## config.mk

```make
export PLATFORM = sky130hd
export DESIGN_NAME = fetch_unit
export DESIGN_NICKNAME = d
export VERILOG_FILES = /design/src/rtl/fetch_unit.sv
export SDC_FILE = /design/constraint.sdc
export NUM_CORES = 1
export LEC_CHECK = 0
export ABC_AREA = 1
export CORE_UTILIZATION = 40
export DETAILED_ROUTE_END_ITERATION = 10
export PLACE_DENSITY = 0.87
export SLEW_MARGIN = 40
export SYNTH_ARGS = -nofsm -noshare
export SYNTH_HDL_FRONTEND = slang
export SYNTH_SLANG_ARGS = --single-unit
```

## constraint.sdc

```tcl
create_clock -name clk -period 1.9 [get_ports clk]
set_input_delay 0.19 -clock clk [delete_from_list [all_inputs] [get_ports clk]]
set_output_delay 0.19 -clock clk [all_outputs]
set_load 0.03 [all_outputs]
```

## src/rtl/fetch_unit.sv

```systemverilog
// Instruction fetch sequencer: PC, memory issue, delivery, redirect and link.
// Optional FETCH_SKID_EN adds a one-entry hold register for stalls.
module fetch_unit #(
    parameter logic [10:0] RESET_PC = 11'd0
) (
    input  logic        clk,
    input  logic        rst,
    input  logic        stall,
    input  logic        halt,
    input  logic        branch_control,
    input  logic [10:0] branch_pc,
    input  logic        write_reg,
    input  logic [31:0] imem_rdata,
    output logic [10:0] imem_addr,
    output logic        imem_en,
    output logic [31:0] instr,
    output logic [10:0] instr_pc,
    output logic        instr_valid,
    output logic [10:0] link_pc,
    output logic        link_valid
);

    localparam logic [1:0] BOOT = 2'd0;
    localparam logic [1:0] RUN  = 2'd1;
    localparam logic [1:0] HALT = 2'd2;

    logic [1:0]  state;
    logic [10:0] pc;
    logic        fl_valid;
    logic [10:0] fl_tag;
    logic        issue;
    logic        halt_entry;

    assign issue      = (state == RUN) & ~stall & ~branch_control & ~halt;
    assign halt_entry = (state == RUN) & halt;
    assign imem_en    = issue;
    assign imem_addr  = pc;

`ifdef FETCH_SKID_EN
    logic        hold_valid;
    logic [31:0] hold_word;
    logic [10:0] hold_tag;

    always_comb begin
        instr_valid = fl_valid | hold_valid;
        instr       = 32'd0;
        instr_pc    = 11'd0;
        if (hold_valid) begin
            instr    = hold_word;
            instr_pc = hold_tag;
        end else if (fl_valid) begin
            instr    = imem_rdata;
            instr_pc = fl_tag;
        end
    end

    // Park an unaccepted word so it stays visible for the whole stall.
    always_ff @(posedge clk) begin
        if (rst) begin
            hold_valid <= 1'b0;
            hold_word  <= 32'd0;
            hold_tag   <= 11'd0;
        end else if (branch_control || halt_entry) begin
            hold_valid <= 1'b0;
        end else if (hold_valid) begin
            if (!stall)
                hold_valid <= 1'b0;
        end else if (fl_valid && stall) begin
            hold_valid <= 1'b1;
            hold_word  <= imem_rdata;
            hold_tag   <= fl_tag;
        end
    end
`else
    always_comb begin
        instr_valid = fl_valid;
        instr       = 32'd0;
        instr_pc    = 11'd0;
        if (fl_valid) begin
            instr    = imem_rdata;
            instr_pc = fl_tag;
        end
    end
`endif

    always_ff @(posedge clk) begin
        if (rst) begin
            state    <= BOOT;
            pc       <= RESET_PC;
            fl_valid <= 1'b0;
            fl_tag   <= 11'd0;
        end else begin
            case (state)
                BOOT:    state <= RUN;
                RUN:     if (halt) state <= HALT;
                default: state <= HALT;
            endcase

            fl_valid <= issue;
            if (issue)
                fl_tag <= pc;

            if (branch_control && state != HALT)
                pc <= branch_pc;
            else if (issue)
                pc <= pc + 11'd1;
`ifndef FETCH_SKID_EN
            // Without a hold register the unaccepted word is re-fetched.
            else if (stall && fl_valid && state == RUN)
                pc <= fl_tag;
`endif
        end
    end

    always_ff @(posedge clk) begin
        if (rst) begin
            link_pc    <= 11'd0;
            link_valid <= 1'b0;
        end else begin
            link_valid <= branch_control & write_reg;
            if (branch_control && write_reg)
                link_pc <= instr_pc + 11'd1;
        end
    end

endmodule

```

# After elaboration in Yosys (flattened, before gate mapping)
# Cells that the tools add are included.
# word_totals
regBits,37
inputBits,49
elab_cells,31
# classes
add_sub_neg,2
eq_ne,3
muxes,7
bitwise_logic,7
n_reduce_logical,6
# ops
op,count
11-bit 2-to-1 mux,4
32-bit 2-to-1 mux,1
11-bit by 1-bit adder with 11-bit output (second input constant),2
1-bit AND,4
1-bit logical AND,4
2-bit inequality test (second input constant),2
2-bit one-hot mux with 2 select lines,1
1-bit NOT,3
3-bit nonzero test,1
2-bit by 1-bit equality test with 1-bit output (second input constant),1
2-bit zero test,1
2-bit 2-to-1 mux,1

# Longest topological paths before layout
# Gate-level depths: netlist (run 1).
# depth
depth_word,6
ltp_mapped,14

# Least setup slack after synthesis (run 1)
# No wires, ideal clock.
# synth_path
kind,reg2reg
start,register fl_valid (netlist: instr_valid)
end,register link_pc[10]
arrival_ns,2.064
setup_slack_ns,-0.277
path_stages_with_launch,15
path_buffers,2
path_cell_list,dfxtp_1 -> buf_4 -> buf_6 -> nand2_2 -> inv_1 -> ha_1 -> nand2_1 -> nor2_4 -> nand2_2 -> nor2_4 -> nand3_2 -> nand2_1 -> inv_1 -> o21ai_1 -> inv_1
# synth_between
elab_chain_cells,2
# synth_rtl
item,line_no,text
start: declaration,29,logic fl_valid;
start signal: assignment,99,fl_valid <= issue;
11-bit 2-to-1 mux,79,if (fl_valid) begin
named net instr_pc[0],17,"output logic [10:0] instr_pc,"
11-bit by 1-bit adder with 11-bit output,122,link_pc <= instr_pc + 11'd1;
end signal: assignment,122,
end: declaration,19,"output logic [10:0] link_pc,"
# The timed path passes the listed nets, and every way through them passes these cells.
# A chain may end at the register's enable or synchronous reset.

# Final worst setup path (run 1)
# layout_path
start,register fl_valid (netlist: instr_valid)
end,output instr_pc[5]
# layout_between
elab_chain_cells,1
# layout_rtl
item,line_no
11-bit 2-to-1 mux,79
end: declaration,17
# No other way between the ends.

==> results.sh, run 1 <==
export IMPL_rsz0062_at_grt="no"
export IMPL_status="finished, final reports clean"
export IMPL_clk_latency_ns=0.30
export IMPL_met3_length_um=404
export IMPL_instances_no_fill=551
export IMPL_crit_type="reg2out"
export IMPL_crit_arrival_ns=1.62
export IMPL_power_leakage_nw=1.93
export IMPL_io_pins=117
export IMPL_clkTransAtPathRegs_ns=0.07
export IMPL_post_route_cells_drive_above_1_share_pct=10.6
export IMPL_maxUsedRoutingLayer="met4"
export IMPL_rows=27
export IMPL_dr_first_iter_drc_count=129
export IMPL_antenna_cells=0
export IMPL_dieArea_um2=6080
export IMPL_min_period_over_period_pct=95.5
export IMPL_grt_pass1_vias=2351
export IMPL_place_gp_congestion=0.842
export IMPL_path_delay_family="buffers and inverters"
export IMPL_maxSlewViolCount=0
export IMPL_dp_cells=543
export IMPL_syn_nets=413
export IMPL_finalWirelength_um=6680
export IMPL_fp_dieH_um=77.9
export IMPL_grt_pass1_wl_um=10900
export IMPL_worstPathBufferInverterCount=2
export IMPL_synth_area_um2=2310
export IMPL_dp_hpwl_um=5220
export IMPL_drt_met1_wl_um=2880
export IMPL_fmax_mhz=551
export IMPL_crit_chain="nand2_1 -> inv_1 -> clkdlybuf4s50_1"
export IMPL_vias=2542
export IMPL_wl_per_cell_um=12.1
export IMPL_drt_antenna_violating_nets=0
export IMPL_slowest_delay_ns=0.67
export IMPL_whs_ns=0.471
export IMPL_worst_path_max_delay_cell="clkdlybuf4s50_1"
export IMPL_synthToLayoutAreaGrowth_pct=55.7
export IMPL_core_area_um2=5540
export IMPL_drc=0
export IMPL_cts_num_sinks=37
export IMPL_period_needed_ns=1.81
export IMPL_synth_seq_cells=37
export IMPL_start_kind="register"
export IMPL_endpoint_kind="primary output"
export IMPL_start_util_pct=41.6
export IMPL_cp_required_ns=1.71
export IMPL_maxCapViolations=0
export IMPL_yosys_warnings=0
export IMPL_ir_worst_vdd_mv=0.422
export IMPL_first_pass_iters=4
export IMPL_power_mw=1.90
export IMPL_htreeDepth=2
export IMPL_fin_nets=529
export IMPL_io_buffer_count=116
export IMPL_syn_area_per_cell_um2=6.37
export IMPL_globalRouteOverflowTotal=0
export IMPL_via_per_inst=4.61
export IMPL_hold_viol=0
export IMPL_dieWidth_um=77.9
export IMPL_pwr_density_cell_nw_per_um2=528
export IMPL_cts_setup_buffers=0
export IMPL_yosysUniqueCellTypes=32
export IMPL_cts_root_buffer="clkbuf_8"
export IMPL_worstMarginPinSlew_ns=0.508
export IMPL_syn_inst=362
export IMPL_finalClockSkew_ns=0.00477
export IMPL_grt_max_degree=22
export IMPL_clk_path_buf_depth=2
export IMPL_grt_total_usage_pct=22.7
export IMPL_route_met2_wl_um=3360
export IMPL_cp_max_fo=15
export IMPL_min_path_type="in2reg"
export IMPL_cts_made_buffers=5
export IMPL_setup_viol=0
export IMPL_grt_antenna_before_repair=0
export IMPL_cts_tree="done"
export IMPL_yosysSeqAreaShare_pct=32.1
export IMPL_slew_headroom_pct=66.1
-- worst register-to-register path, delay by kind of cell, from the launching register on --
family	cells	cell delay [ns]
AO/OA/AOI/OAI	1	0.11
adder cells (fa/ha/maj)	1	0.19
buffers and inverters	3	0.19
flip-flops	1	0.45
AND/OR/NAND/NOR	7	0.67
-- path summary, 6_finish.rpt --
check	from	depth (start not counted)	to	slack (ns)
setup / recovery	instr_valid$_SDFF_PP0_	3	instr_pc[5]	0.09
setup reg to reg	instr_valid$_SDFF_PP0_	12	link_pc[10]$_SDFFE_PP0P_	0.18
hold / removal	branch_pc[4]	3	imem_addr[4]$_SDFFE_PP0P_	0.47
hold reg to reg	link_pc[8]$_SDFFE_PP0P_	2	link_pc[8]$_SDFFE_PP0P_	0.50
-- power breakdown --
group          internal [mW]  switching, mW  total [mW]  leakage [nW]
sequential             0.814         0.0426       0.857         0.304
clock                  0.328          0.286       0.614        0.0542
combinational          0.204          0.220       0.424          1.57
total                   1.35          0.549        1.90          1.93
-- cell usage in the layout (no fill, tap or decap), types with 3 or more instances in the layout --
cell and count:
inv_1 64, nand2_2 8, o211ai_1 5, nand3_1 11, clkdlybuf4s50_1 81, dfxtp_1 36
inv_2 6, xor2_1 8, nor2_1 31, a21oi_1 18, nand2_1 106, a31oi_1 5
o21ai_0 14, o21ai_1 5, dlygate4sd2_1 32, nand4_1 3, nor2_2 4, buf_4 7
nor2_4 5, clkbuf_8 7, o221ai_1 3
-- area by class of cell --
type                    instances  area, µm²
clock buffers                   7       96.3
clock inverters                 1       5.00
fillers                       517       1950
inverters                      73        283
multi-input cells             239       1200
flip-flops and latches         37        744
well taps                      72       90.1
repair buffers                122       1170
-- stage by stage --
stage	utilization [%]	worst slack (ns)	area [µm²]	setup TNS, ns
2_1_floorplan	-	-0.0203	2320	-0.0203
3_3_place_gp	63.6	0.154	3530	0
3_5_place_dp	63.6	0.0896	3530	0
4_1_cts	64.7	0.0287	3590	0
5_1_grt	64.8	0.0113	3590	0
6_report	64.8	0.0862	3590	0
-- sequential cells by signal, indices dropped and copies added, names as in the netlist --
signal / flops
fl_tag: 11
imem_addr: 11
link_pc: 11
state: 2
instr_valid: 1
link_valid: 1
-- Yosys cell counts, drive strengths merged --
library cell / n / share of area [%]
a31oi: 5 / 1.4
nor3: 3 / 1.1
nand4: 3 / 0.81
nand2: 115 / 20
a21oi: 20 / 4.7
clkbuf: 6 / 0.98
o221ai: 3 / 1.1
nand3: 14 / 4.0
o21ai: 20 / 4.5
nor2: 40 / 8.6
buf: 7 / 2.7
clkinv: 2 / 0.54
ha: 2 / 1.1
or2: 1 / 0.27
o211ai: 5 / 1.6
inv: 71 / 12
dfxtp: 37 / 32
xor2: 8 / 3.0
-- cells by family (layout without fill, tap and decap cells) --
group | Yosys count | in the layout | synth area share, %
AND/OR/NAND/NOR | 176 | 176 | 34.7
buffers and inverters | 86 | 203 | 15.8
AO/OA/AOI/OAI | 53 | 53 | 13.3
flip-flops | 37 | 37 | 32.1
XOR/XNOR | 8 | 8 | 3.04
adder cells (fa/ha/maj) | 2 | 2 | 1.08
-- layer usage --
layer	track usage, %	up-vias
met4	5.56	0
met1	27.8	1128
met3	4.82	4
met2	40.4	75
met5	0	-
li1	-	1335
-- timing repair --
item                       in CTS  in global routing
hold buffers                    0                  0
resized for setup              32                  2
setup endpoints to repair      32                  2
pin swaps                       0                  0
(Power assumes the default switching activity.)
==> run 2: changes to the inputs <==
--- a/config.mk
+++ b/config.mk
@@ -9,6 +9,7 @@
 export CORE_UTILIZATION = 40
 export DETAILED_ROUTE_END_ITERATION = 10
 export PLACE_DENSITY = 0.87
+export SKIP_CTS_REPAIR_TIMING = 1
 export SLEW_MARGIN = 40
 export SYNTH_ARGS = -nofsm -noshare
 export SYNTH_HDL_FRONTEND = slang
==> constraint.sdc (replaced) <==
create_clock -name clk -period 1.7 [get_ports clk]
set_input_delay 0.17 -clock clk [delete_from_list [all_inputs] [get_ports clk]]
set_output_delay 0.17 -clock clk [all_outputs]
set_load 0.03 [all_outputs]
==> run 2 against run 1 <==
Against the previous run: combinational power up 18%; power up 20%; final cell count up 3.1%; register-to-register slack worse by 0.07 ns; die area unchanged; core utilization up 5.6 points; via count up 4.9%; critical endpoint is now imem_addr[2]; largest cell class is now buffers; highest routed layer unchanged.
==> results.sh, run 2 (synthesized netlist as in run 1, its figures left out) <==
export IMPL_status="finished, final reports clean"
export IMPL_rsz0062_at_grt="yes"
export IMPL_hold_viol=0
export IMPL_sw_frac_of_total_pct=28.2
export IMPL_finalWirelength_um=7330
export IMPL_rr_startpoint="instr_valid$_SDFF_PP0_"
export IMPL_wl_per_cell_um=12.9
export IMPL_clkTransAtPathRegs_ns=0.08
export IMPL_grt_antenna_before_repair=0
export IMPL_place_gp_congestion=0.915
export IMPL_ir_worst_vdd_mv=0.439
export IMPL_crit_chain="clkdlybuf4s50_1"
export IMPL_instances_no_fill=568
export IMPL_io_buffer_count=116
export IMPL_clk_latency_ns=0.30
export IMPL_cp_required_ns=1.53
export IMPL_post_place_ws_ns=-0.0528
export IMPL_finalClockSkew_ns=0.00607
export IMPL_min_path_type="in2reg"
export IMPL_worstRegToRegCells=11
export IMPL_crit_arrival_ns=1.48
export IMPL_grt_max_degree=22
export IMPL_grt_pass1_vias=2467
export IMPL_p_comb_share_pct=22.1
export IMPL_dieWidth_um=77.9
export IMPL_min_delay_start="branch_pc[1]"
export IMPL_grt_total_usage_pct=23.5
export IMPL_maxSlewViolCount=0
export IMPL_r2r_slack_ns=0.11
export IMPL_n_fill_cell=464
export IMPL_layout_common_cells="nand2_1 (105), clkdlybuf4s50_1 (71), inv_1 (64)"
export IMPL_path_delay_family="buffers and inverters"
export IMPL_intPower_mw=1.63
export IMPL_sequentialPowerShare_pct=42.0
export IMPL_start_util_pct=41.6
export IMPL_worstMarginPinSlew_ns=0.400
export IMPL_p_clk_share_pct=35.9
export IMPL_layout_commonest_cell="nand2_1"
export IMPL_vias=2667
export IMPL_via_per_inst=4.70
export IMPL_timing_final_ws_setup_ns=0.0540
export IMPL_utilization_pct=70.5
export IMPL_cts_num_sinks=37
export IMPL_pwr_density_cell_nw_per_um2=582
export IMPL_fmax_mhz=608
export IMPL_slew_headroom_pct=73.3
export IMPL_io_pins=117
export IMPL_clk_path_buf_depth=2
export IMPL_dieArea_um2=6080
export IMPL_core_area_um2=5540
export IMPL_power_mw=2.27
export IMPL_dr_first_iter_drc_count=79
export IMPL_holdPathStages=3
export IMPL_period_needed_ns=1.65
export IMPL_drc=0
export IMPL_first_pass_iters=4
export IMPL_setup_tns_ns=0
export IMPL_cts_tree="done"
export IMPL_cp_max_fo=6
export IMPL_htreeDepth=2
export IMPL_power_leakage_nw=2.56
export IMPL_crit_type="reg2out"
export IMPL_maxCapViolations=0
export IMPL_setup_viol=0
export IMPL_dp_cells=547
export IMPL_grt_pass1_wl_um=11400
export IMPL_synthToLayoutAreaGrowth_pct=69.3
export IMPL_cts_made_buffers=5
export IMPL_dp_hpwl_um=5420
export IMPL_slowest_delay_ns=0.72
export IMPL_min_period_over_period_pct=96.8
export IMPL_globalRouteOverflowTotal=0
export IMPL_switching_power_mw=0.640
export IMPL_endpoint_kind="primary output"
export IMPL_fin_nets=546
export IMPL_min_to="imem_addr[1]$_SDFFE_PP0P_"
export IMPL_start_kind="register"
export IMPL_rows=27
export IMPL_timing_rr_end="link_pc[7]$_SDFFE_PP0P_"
export IMPL_antenna_cells=0
export IMPL_worstPathBufferInverterCount=1
export IMPL_cts_root_buffer="clkbuf_8"
export IMPL_drt_antenna_violating_nets=0
export IMPL_worst_path_max_delay_cell="clkdlybuf4s50_1"
export IMPL_fp_dieH_um=77.9
export IMPL_post_route_cells_drive_above_1_share_pct=15.9
run 2: cell count changes in the layout (fill, tap and decap cells not counted), sizes merged:
cell	previous run	this run
bufinv	0	1
inv	70	71
clkdlybuf4s50	81	71
clkinv	3	1
buf	7	29
dlymetal6s2s	2	36
clkinvlp	1	2
dlygate4sd2	32	0
clkbuf	7	9
run 2: metrics by stage:
step	instance area, µm²	hold WS [ns]
after floorplan	2340	0.256
after global placement	3600	0.465
after detailed placement	3600	0.487
after CTS	3720	0.447
after global routing	3910	0.478
final	3910	0.449
run 2: power groups by stage:
stage          sequential, mW  combinational (mW)  clock (mW)
3_3_place_gp            0.974               0.483           0
4_1_cts                 0.955               0.496       0.820
6_report                0.955               0.502       0.817
3_5_place_dp            0.975               0.493           0
2_1_floorplan            1.04               0.177           0
5_1_grt                 0.961               0.539       0.862
run 2: cell type report:
type / count / area, µm² / area share [%]
Inverter: 73 / 285 / 7.31
Sequential cell: 37 / 746 / 19.1
Clock inverter: 2 / 37.5 / 0.961
Timing Repair Buffer: 139 / 1430 / 36.7
Clock buffer: 6 / 82.6 / 2.11
Multi-Input combinational cell: 239 / 1230 / 31.5
Tap cell: 72 / 90.1 / 2.31
run 2: worst max-delay path by stage:
stage	cells past startpoint	to	start	slack, ns
floorplan	14	link_pc[10]$_SDFFE_PP0P_	instr_valid$_SDFF_PP0_	-0.11
global placement	8	imem_addr[9]$_SDFFE_PP0P_	stall	0.03
detailed placement	8	imem_addr[10]$_SDFFE_PP0P_	stall	-0.05
CTS	4	instr[1]	instr_valid$_SDFF_PP0_	-0.24
global route	11	link_pc[10]$_SDFFE_PP0P_	instr_valid$_SDFF_PP0_	-0.04
finish	1	imem_addr[2]	imem_addr[2]$_SDFFE_PP0P_	0.05
run 2: routing by layer:
metal  vias to the layer above  share of wire, %  global-route usage, %
li1                       1366                 -                      -
met3                        12               5.1                   4.71
met1                      1209                43                   29.6
met2                        80                50                   39.2
met4                         0               1.5                   9.26
met5                         -                 0                      0
==> run 3: changes to the inputs <==
--- a/config.mk
+++ b/config.mk
@@ -8,6 +8,7 @@
 export ABC_AREA = 1
 export CORE_UTILIZATION = 40
 export DETAILED_ROUTE_END_ITERATION = 10
+export HOLD_SLACK_MARGIN = 0.03
 export PLACE_DENSITY = 0.87
 export SKIP_CTS_REPAIR_TIMING = 1
 export SLEW_MARGIN = 40
==> results of run 3 <==
The final DEF is identical to that of run 2; final timing and power are the same.
